**config.mk**
```make
export PLATFORM = sky130hd
export DESIGN_NAME = mem_port_arbiter
export DESIGN_NICKNAME = d
export VERILOG_FILES = /design/src/rtl/mem_port_arbiter.sv
export SDC_FILE = /design/constraint.sdc
export NUM_CORES = 1
export LEC_CHECK = 0
export ABC_CLOCK_PERIOD_IN_PS = 1900
export BUFFER_PORTS_ARGS = -buffer_cell sky130_fd_sc_hd__buf_2
export CAP_MARGIN = 20
export CORE_AREA = 2 2 107 109
export CTS_BUF_LIST = sky130_fd_sc_hd__clkbuf_8
export CTS_CLUSTER_DIAMETER = 50
export CTS_CLUSTER_SIZE = 40
export DETAILED_ROUTE_END_ITERATION = 8
export DIE_AREA = 0 0 109 111
export GPL_TIMING_DRIVEN = 0
export PLACE_DENSITY_LB_ADDON = 0.25
export SYNTH_ARGS = -nofsm -noshare
export SYNTH_HDL_FRONTEND = slang
export SYNTH_SLANG_ARGS = --single-unit
```
**constraint.sdc**
```tcl
create_clock -name clk -period 1.9 [get_ports clk]
set_input_delay 0.285 -clock clk [delete_from_list [all_inputs] [get_ports clk]]
set_output_delay 0.285 -clock clk [all_outputs]
set_load 0.01 [all_outputs]
```
**src/rtl/mem_port_arbiter.sv**
```systemverilog
// Arbiter sharing one single-port SRAM between instruction fetch and data memory.
// DM wins conflicts unless IF has been denied STARVE_MAX consecutive cycles.
module mem_port_arbiter #(
    parameter int unsigned ADDR_W     = 14,
    parameter int unsigned DATA_W     = 32,
    parameter int unsigned STARVE_MAX = 4
) (
    input  logic              clk,
    input  logic              rst,
    input  logic              if_req,
    input  logic [ADDR_W-1:0] if_addr,
    output logic              if_gnt,
    output logic              if_rvalid,
    output logic [DATA_W-1:0] if_rdata,
    input  logic              dm_req,
    input  logic              dm_web,
    input  logic [ADDR_W-1:0] dm_addr,
    input  logic [DATA_W-1:0] dm_wdata,
    input  logic [DATA_W-1:0] dm_bweb,
    output logic              dm_gnt,
    output logic              dm_rvalid,
    output logic [DATA_W-1:0] dm_rdata,
    output logic              sram_ceb,
    output logic              sram_web,
    output logic [ADDR_W-1:0] sram_addr,
    output logic [DATA_W-1:0] sram_din,
    output logic [DATA_W-1:0] sram_bweb,
    input  logic [DATA_W-1:0] sram_dout
);

    typedef enum logic [1:0] {OwnNone, OwnIf, OwnDm} own_e;

    localparam logic [3:0] StarveMax = 4'(STARVE_MAX);

    logic [3:0] r_starve_cnt;
    logic [3:0] w_starve_cnt_d;
    own_e       r_rsp_own;
    own_e       w_rsp_own_d;
    logic       w_starved;
    logic       w_if_win;
    logic       w_dm_win;

    // Ungated winners feed state; reset holds the registers regardless.
    assign w_starved = (r_starve_cnt == StarveMax);
    assign w_if_win  = if_req && (!dm_req || w_starved);
    assign w_dm_win  = dm_req && !w_if_win;

    assign if_gnt = rst && w_if_win;
    assign dm_gnt = rst && w_dm_win;

    always_comb begin
        sram_ceb  = 1'b1;
        sram_web  = 1'b1;
        sram_addr = '0;
        sram_din  = '0;
        sram_bweb = '1;
        if (if_gnt) begin
            sram_ceb  = 1'b0;
            sram_addr = if_addr;
        end else if (dm_gnt) begin
            sram_ceb  = 1'b0;
            sram_web  = dm_web;
            sram_addr = dm_addr;
            sram_din  = dm_wdata;
            sram_bweb = dm_bweb;
        end
    end

    always_comb begin
        w_starve_cnt_d = r_starve_cnt;
        w_rsp_own_d    = OwnNone;
        if (!if_req || w_if_win) begin
            w_starve_cnt_d = '0;
        end else if (r_starve_cnt < StarveMax) begin
            w_starve_cnt_d = r_starve_cnt + 4'd1;
        end
        // Writes return nothing, so only reads claim the response slot.
        if (w_if_win) begin
            w_rsp_own_d = OwnIf;
        end else if (w_dm_win && dm_web) begin
            w_rsp_own_d = OwnDm;
        end
    end

    always_ff @(posedge clk or negedge rst) begin
        if (!rst) begin
            r_starve_cnt <= '0;
            r_rsp_own    <= OwnNone;
        end else begin
            r_starve_cnt <= w_starve_cnt_d;
            r_rsp_own    <= w_rsp_own_d;
        end
    end

    assign if_rvalid = (r_rsp_own == OwnIf);
    assign dm_rvalid = (r_rsp_own == OwnDm);
    assign if_rdata  = if_rvalid ? sram_dout : '0;
    assign dm_rdata  = dm_rvalid ? sram_dout : '0;

endmodule

```
### After elaboration in Yosys (flattened, before gate mapping)

Index checks and enable logic that the tools add are counted.

| word-level totals | value |
|---|---|
| register bits | 6 |
| input port bits | 129 |
| output and inout port bits | 148 |
| logic and storage cells | 34 |

| cells by class | value |
|---|---|
| $add $sub $neg | 1 |
| order comparisons | 1 |
| equality and inequality tests | 3 |
| multiplexer cells | 16 |
| reductions and logical operators | 11 |

Operators by type and width:

| operator | number |
|---|---|
| 32-bit 2-to-1 mux | 6 |
| 14-bit 2-to-1 mux | 2 |
| 4-bit 2-to-1 mux | 2 |
| 1-bit logical AND | 5 |
| 4-bit by 1-bit adder with 4-bit output (second input constant) | 1 |
| 4-bit by 3-bit equality test with 1-bit output (second input constant) | 1 |
| 4-bit by 3-bit < comparator with 1-bit output (second input constant) | 1 |
| 1-bit 2-to-1 mux | 4 |
| 2-bit 2-to-1 mux | 2 |
| 1-bit zero test | 3 |
| 2-bit by 1-bit equality test with 1-bit output (second input constant) | 1 |
| 2-bit equality test (second input constant) | 1 |
| 1-bit logical OR | 2 |
| 2-bit nonzero test | 1 |

### Depth between registers and ports, before layout

Gate-level depths: netlist of run 1.

| logic depth | value |
|---|---|
| depth in word-level cells | 8 |
| depth in mapped cells | 6 |
| mapped depth without buffers | 5 |

### Worst setup path before layout of run 1

OpenSTA, ideal clock, no wires.

| timing | value |
|---|---|
| path kind | reg2out |
| start point | reg r_starve_cnt[0] |
| end point | out sram_addr[10] |
| data arrival time | 1.370 ns |
| path slack | 0.245 ns |
| cell stages (with the launch flop) | 7 |
| path buffers | 1 |
| cells stage by stage | dfrtp_1 -> inv_1 -> ha_1 -> nand3b_1 -> a21oi_2 -> buf_6 -> a22o_1 |

| between the ends | value |
|---|---|
| elaborated cells between the ends (all ways) | 9 |
| classes of those cells | eq/ne: 1; mux: 2; reduce/logical: 6 |

RTL lines:

| what | RTL line | RTL |
|---|---|---|
| start: declaration | 35 | `logic [3:0] r_starve_cnt;` |
| start signal: assignment | 90 | `r_starve_cnt <= w_starve_cnt_d;` |
| 4-bit by 3-bit equality test with 1-bit output | 44 | `assign w_starved = (r_starve_cnt == StarveMax);` |
| 1-bit logical OR | 45 | `assign w_if_win = if_req && (!dm_req \|\| w_starved);` |
| 1-bit logical AND | 45 |  |
| 1-bit logical AND | 48 | `assign if_gnt = rst && w_if_win;` |
| named net if_gnt | 12 | `output logic if_gnt,` |
| 14-bit 2-to-1 mux | 57 | `if (if_gnt) begin` |
| end: declaration | 25 | `output logic [ADDR_W-1:0] sram_addr,` |

The timed path passes the listed nets, and every way through them passes these cells.

### Worst setup path after layout of run 1

| timing | value |
|---|---|
| start point | reg r_starve_cnt[1] |
| end point | out sram_addr[7] |

| between the ends | value |
|---|---|
| longest elaborated chain between the ends | 8 |
| elaborated cells between the ends (all ways) | 9 |
| classes of those cells | eq/ne: 1; mux: 2; reduce/logical: 6 |

RTL lines:

| what | RTL line | RTL |
|---|---|---|
| 4-bit by 3-bit equality test with 1-bit output (*) | 44 |  |
| 1-bit logical OR (*) | 45 |  |
| 1-bit logical AND (*) | 45 |  |
| 1-bit zero test | 46 | `assign w_dm_win = dm_req && !w_if_win;` |
| 1-bit logical AND | 46 |  |
| 1-bit logical AND | 49 | `assign dm_gnt = rst && w_dm_win;` |
| 14-bit 2-to-1 mux | 60 | `end else if (dm_gnt) begin` |
| 14-bit 2-to-1 mux (*) | 57 |  |

Every way passes the cells marked *; elsewhere a longest branch is shown, timed or not.

==> results of run 1 <==
## area by class of cell
| type | instances | area [µm²] | share of cell area [%] |
|---|---|---|---|
| plain buffers | 15 | 165 | 4.40 |
| clock buffers | 3 | 41.3 | 1.10 |
| inverters | 3 | 11.3 | 0.300 |
| multi-input cells | 167 | 1260 | 33.7 |
| flip-flops and latches | 6 | 150 | 4.00 |
| well taps | 143 | 179 | 4.77 |
| repair buffers | 293 | 1940 | 51.8 |
## worst max-delay path, stage by stage, from the launching register on
cell	delay (ns)
dfrtp_1	0.37
inv_2	0.07
ha_4	0.15
nand3b_1	0.16
a21oi_4	0.18
buf_12	0.15
buf_8	0.11
a22o_1	0.14
buf_2	0.14
## registers in the layout, summed over array words and instances (netlist names)
signal	count
r_starve_cnt	4
r_rsp_own	2
## power by group
group / internal [µW] / leakage (µW) / switching (µW) / total (µW)
Combinational: 398 / 0.00204 / 292 / 690
Clock: 136 / 0.0000216 / 50.0 / 186
Sequential: 133 / 0.0000809 / 2.75 / 136
Total: 667 / 0.00214 / 345 / 1010
## repair_timing
item | CTS | global route
setup endpoints to repair | 120 | 78
hold buffers | 1 | 0
gates resized for setup | 16 | 123
pin swaps | 10 | 16
gates cloned | 1 | 8
endpoints found under the hold margin | 6 | 0
buffers inserted | 7 | 0
## synth_stat cells
cell,n
and2_1,97
nand2b_1,33
a22o_1,14
buf_2,8
clkbuf_1,6
dfrtp_1,6
nand2_1,5
nor2_1,5
a21oi_1,3
inv_1,3
ha_1,2
nor2b_1,2
a21oi_2,1
a41oi_2,1
buf_6,1
nand3_1,1
nand3b_1,1
o21ai_0,1
xnor2_1,1
## final timing paths
kind,from,to,depth (start not counted)
setup / recovery,r_starve_cnt[1]$_DFFE_PN0P_,sram_addr[7],8
hold / removal,dm_web,r_rsp_own[1]$_DFF_PN0_,3
setup reg to reg,r_starve_cnt[1]$_DFFE_PN0P_,r_starve_cnt[0]$_DFFE_PN0P_,6
hold reg to reg,r_starve_cnt[3]$_DFFE_PN0P_,r_starve_cnt[3]$_DFFE_PN0P_,2
max in group asynchronous,rst,r_rsp_own[1]$_DFF_PN0_,2
min in group asynchronous,rst,r_starve_cnt[2]$_DFFE_PN0P_,2
## cell families (layout without fill, tap and decap cells)
logic type	Yosys count	after routing	share of synthesized area [%]
simple gates	144	144	66.7
fa+ha+maj	2	2	1.91
flops	6	6	11.4
compound gates	20	20	12.8
xor+xnor	1	1	0.667
buf+inv	18	314	6.48
## stage by stage
stage | total power (µW) | cell area (µm²) | util, % | instances
after global routing | 1090 | 3750 | 33.9 | 630
after CTS | 877 | 3080 | 27.8 | 622
after detailed placement | 649 | 2870 | 25.9 | 610
final | 1010 | 3750 | 33.9 | 630
after floorplan | 351 | 1310 | - | 191
after global placement | 645 | 2870 | 25.9 | 610
## metal layers
layer  vias up  wire length, µm
li1       1192                -
met1      1081             3240
met2       172             4780
met3         6             1140
met4         0              103
met5         -                0
==> qor.yml, run 1 <==
synth:
  synth.top_cell.area_share_pct: 46.2
  avgSynthCellArea_um2: 6.87
  yosys.area.top_type: "and2_1"
  synth_warnings: 0
  ys_top_cells_by_area: "and2_1 (46%), nand2b_1 (16%), dfrtp_1 (11%), a22o_1 (9.3%), buf_2 (3.1%)"
  synth_area_um2: 1310
  synthesis.nets: 322
  synth.distinct_cells: 19
  yosys_register_bits: 6
  synth_cells: 191
  ys_seq_area_share_pct: 11.4
timing:
  fin_crit_sh_pct: 105
  final.min_clock_period_ns: 1.99
  worst_pin_slew_ns: 0.315
  whs_ns: 0.310
  fin_tns_setup_ns: -0.640
  slew_headroom_pct: 79.0
  hold_viol: 0
  rsz0062_at_grt: "true"
  setup_ws_ns: -0.0909
  setup_viol: 13
  report.final.slew_viol_count: 0
  finClkSkew_ns: 0.000523
  max_freq_mhz: 502
global_route:
  top_usage_layer: "met2"
  grtUsageTotal_pct: 13.3
  antenna_found_initial: 1
  use_met1_pct: 14.2
  globalRouteOverflowTotal: 0
  use_met3_pct: 4.35
  grt_use_met2_pct: 25.1
  grt_pass1_vias: 2327
  grt_max_degree: 11
  grt_pass1_wl_mm: 12.4
power_and_ir_drop:
  p_per_area_nw_per_um2: 269
  p_leak_uw: 0.00214
  ir_drop_v: 0.000157
placed_design:
  hpwl_mm: 7.90
  port_buffers: 276
  place_ws_ns: -0.226
  place_congestion: 0.856
detailed_routing:
  drc: 0
  via_per_inst: 3.89
  drtAntennaViolNets: 0
  dr.pass1.iters: 4
  drtIter0Drc: 46
  wire_per_inst_um: 14.7
  vias: 2451
  wl_mm: 9.26
worst_setup_path:
  crit_type: "flip-flop to output port"
  cp-end-kind: "output port"
  reg2reg_slack_ns: 0.64
  cp-start-kind: "flip-flop"
  worstPathRequired_ns: 1.62
  critPathMaxFanout: 6
  arrival_ns: 1.71
die:
  core_um2: 11100
  die_x_um: 109
  io_pins: 277
  fp.dieH_um: 111
  initial_core_util_pct: 11.8
  num_rows: 39
  die-area_um2: 12100
flow_run:
  cap_viol_max_count: 0
clocking:
  cts_sinks: 6
  clock_path_buffers: 2
  clkLatencyLatePin_ns: 0.22
  cts_inserted_buffers: 3
  root_buffer: "clkbuf_8"
  h-tree-depth: 1
  cts_tree: "yes"
  path_clk_slew_ns: 0.03
layout:
  diodes: 0
  nets: 620
  final_cell_mix: "buf_2 (237), and2_1 (71), buf_6 (40)"
  fill_cells: 1197
  area_delta_synth_final_pct: 186
  layout-drive-gt1-share_pct: 72.3
  final_common_cell: "buf_2"
min_path:
  holdCritPathClass: "input port to flip-flop"
outcome:
  violations: "negative setup slack"
  status: "finished with violations"
Note: power is estimated with default switching activity, not from simulation.
==> run 2, diff against run 1 <==
--- a/config.mk
+++ b/config.mk
@@ -5,7 +5,7 @@
 export SDC_FILE = /design/constraint.sdc
 export NUM_CORES = 1
 export LEC_CHECK = 0
-export ABC_CLOCK_PERIOD_IN_PS = 1900
+export ABC_CLOCK_PERIOD_IN_PS = 2200
 export BUFFER_PORTS_ARGS = -buffer_cell sky130_fd_sc_hd__buf_2
 export CAP_MARGIN = 20
 export CORE_AREA = 2 2 107 109
@@ -15,7 +15,6 @@
 export DETAILED_ROUTE_END_ITERATION = 8
 export DIE_AREA = 0 0 109 111
 export GPL_TIMING_DRIVEN = 0
-export PLACE_DENSITY_LB_ADDON = 0.25
 export SYNTH_ARGS = -nofsm -noshare
 export SYNTH_HDL_FRONTEND = slang
 export SYNTH_SLANG_ARGS = --single-unit
==> constraint.sdc (replaced) <==
create_clock -name clk -period 2.2 [get_ports clk]
set_input_delay 0.33 -clock clk [delete_from_list [all_inputs] [get_ports clk]]
set_output_delay 0.33 -clock clk [all_outputs]
set_load 0.01 [all_outputs]
==> run 2 against run 1 <==
  * The flow now finishes without violations
  * Design area fell by 21%
  * Global-route usage fell by 2.0 points
  * Worst hold slack improved by 0.038 ns
  * Clock skew rose by 0.0012 ns
  * Setup slack improved by 0.18 ns
  * Routed wire length fell by 18%
  * Die area did not move
  * Combinational power fell by 36%
  * Critical path type unchanged
  * Non-clock buffer count fell by 14
  * First-iteration DRC count rose by 74%
  * Sequential share of layout area rose by 1.1 points
==> qor.yml, run 2 (same netlist as run 1, synthesis figures left out) <==
global_route:
  grt_pass1_wl_mm: 10.3
  antenna_found_initial: 0
  grtUsageTotal_pct: 11.3
  grt_max_degree: 11
  globalRouteOverflowTotal: 0
  grt_pass1_vias: 1975
timing:
  hold_viol: 0
  finClkSkew_ns: 0.00172
  fin_tns_setup_ns: 0
  fin_crit_sh_pct: 95.8
  final.min_clock_period_ns: 2.11
  report.final.slew_viol_count: 0
  worst_pin_slew_ns: 0.417
  max_freq_mhz: 474
  slew_headroom_pct: 72.2
  setup_viol: 0
detailed_routing:
  dr.pass1.iters: 4
  vias: 2292
  drtIter0Drc: 80
  drc: 0
  via_per_inst: 3.72
  wire_per_inst_um: 12.3
  wl_mm: 7.58
  drtAntennaViolNets: 0
worst_setup_path:
  arrival_ns: 1.78
  critPathMaxFanout: 10
  critPathSlowestCell: "dfrtp_1"
  cp-start-kind: "flip-flop"
  crit_type: "flip-flop to output port"
  worstPathCellList: "inv_1 > ha_1 > nand3b_1 > a21oi_4 > buf_6 > a22o_1 > buf_2"
  worstPathRequired_ns: 1.87
  startpoint: "r_starve_cnt[0]$_DFFE_PN0P_"
  path_buf_inv: 3
  max_stage_delay_ns: 0.40
  cp-end-kind: "output port"
  cp_top_family: "flip-flops"
  reg2reg_from: "r_starve_cnt[0]$_DFFE_PN0P_"
placed_design:
  port_buffers: 276
  hpwl_mm: 6.97
  place_congestion: 0.844
  dpl_cell_area_um2: 2870
  dp.cells: 610
min_path:
  hold_start: "dm_web"
  holdCritPathClass: "input port to flip-flop"
clocking:
  cts_sinks: 6
  h-tree-depth: 1
  clkLatencyLatePin_ns: 0.22
  root_buffer: "clkbuf_8"
  cts_inserted_buffers: 3
  path_clk_slew_ns: 0.04
  clock_path_buffers: 2
  cts_tree: "yes"
layout:
  design_area_um2: 2970
  final_common_cell: "buf_2"
  layout-drive-gt1-share_pct: 61.7
  nets: 606
  top_register: "r_starve_cnt"
  biggestRegsByFlops: "r_starve_cnt x4, r_rsp_own x2"
  final_cell_mix: "buf_2 (284), and2_1 (97), nand2b_1 (33)"
  largest_reg_flops: 4
  instances_no_fill: 616
  diodes: 0
  area_delta_synth_final_pct: 126
die:
  core_um2: 11100
  initial_core_util_pct: 11.8
  die-area_um2: 12100
  die_x_um: 109
  io_pins: 277
  fp.dieH_um: 111
  num_rows: 39
power_and_ir_drop:
  p_per_area_nw_per_um2: 242
  ir_drop_v: 0.0000807
  p_total_uw: 717
  p_leak_uw: 0.00181
flow_run:
  cap_viol_max_count: 0
outcome:
  status: "finished, final reports clean"
## run 2: changes by cell type in the layout (fill, tap and decap cells not counted), moves of 11 or more
cell,delta
and2_1,+26
and2_4,-26
buf_2,+47
buf_6,-39
nand2b_1,+11
nand2b_4,-11
## run 2: final cells by class
type	instances	area, µm²
multi-input combinational	167	1100
buffer	15	73.8
inverter	3	11.3
timing repair buffer	279	1420
sequential	6	150
fill	1245	8110
clock buffer	3	41.3
tap	143	179
## run 2: power by group
part	total [µW]	switching (µW)	internal [µW]
clock network	161	44.1	117
registers	117	2.52	115
logic	439	212	227
## run 2: repair_timing
item / CTS / global route
buffers inserted: 0 / 2
gates cloned: 0 / 0
pin swaps: 1 / 2
hold endpoints to repair: 6 / 0
resized for setup: 2 / 0
hold buffers: 1 / 0
endpoints found under the setup margin: 78 / 67
## run 2: final timing paths
| kind | end | slack [ns] | cells past startpoint |
|---|---|---|---|
| min in group asynchronous | r_starve_cnt[0]$_DFFE_PN0P_ | 0.55 | 2 |
| max reg2reg | r_starve_cnt[1]$_DFFE_PN0P_ | 0.90 | 5 |
| max in group asynchronous | r_rsp_own[0]$_DFF_PN0_ | 1.45 | 2 |
| min reg2reg | r_starve_cnt[0]$_DFFE_PN0P_ | 0.58 | 2 |
| min | r_rsp_own[1]$_DFF_PN0_ | 0.35 | 3 |
| max | sram_addr[12] | 0.09 | 7 |
## run 2: metal layers
layer	vias to the layer above	wire length (µm)	global-route usage (%)
met4	0	104	4.10
met3	4	774	2.29
met5	-	0	0
li1	1161	-	-
met1	974	2890	12.3
met2	153	3810	21.0
## run 2: stage by stage
| step | hold WS (ns) | util, % | worst slack (ns) |
|---|---|---|---|
| floorplan | 0.0344 | - | 0.500 |
| global placement | 0.173 | 25.9 | 0.0984 |
| detailed placement | 0.174 | 25.9 | 0.102 |
| CTS | 0.347 | 26.6 | 0.00978 |
| global route | 0.356 | 26.8 | -0.00431 |
| finish | 0.348 | 26.8 | 0.0918 |
## run 2: tightest hold or removal path, delay by kind of cell
family,cells,cell delay (ns)
simple gates,1,0.05
compound gates,1,0.04
buf+inv,1,0.10
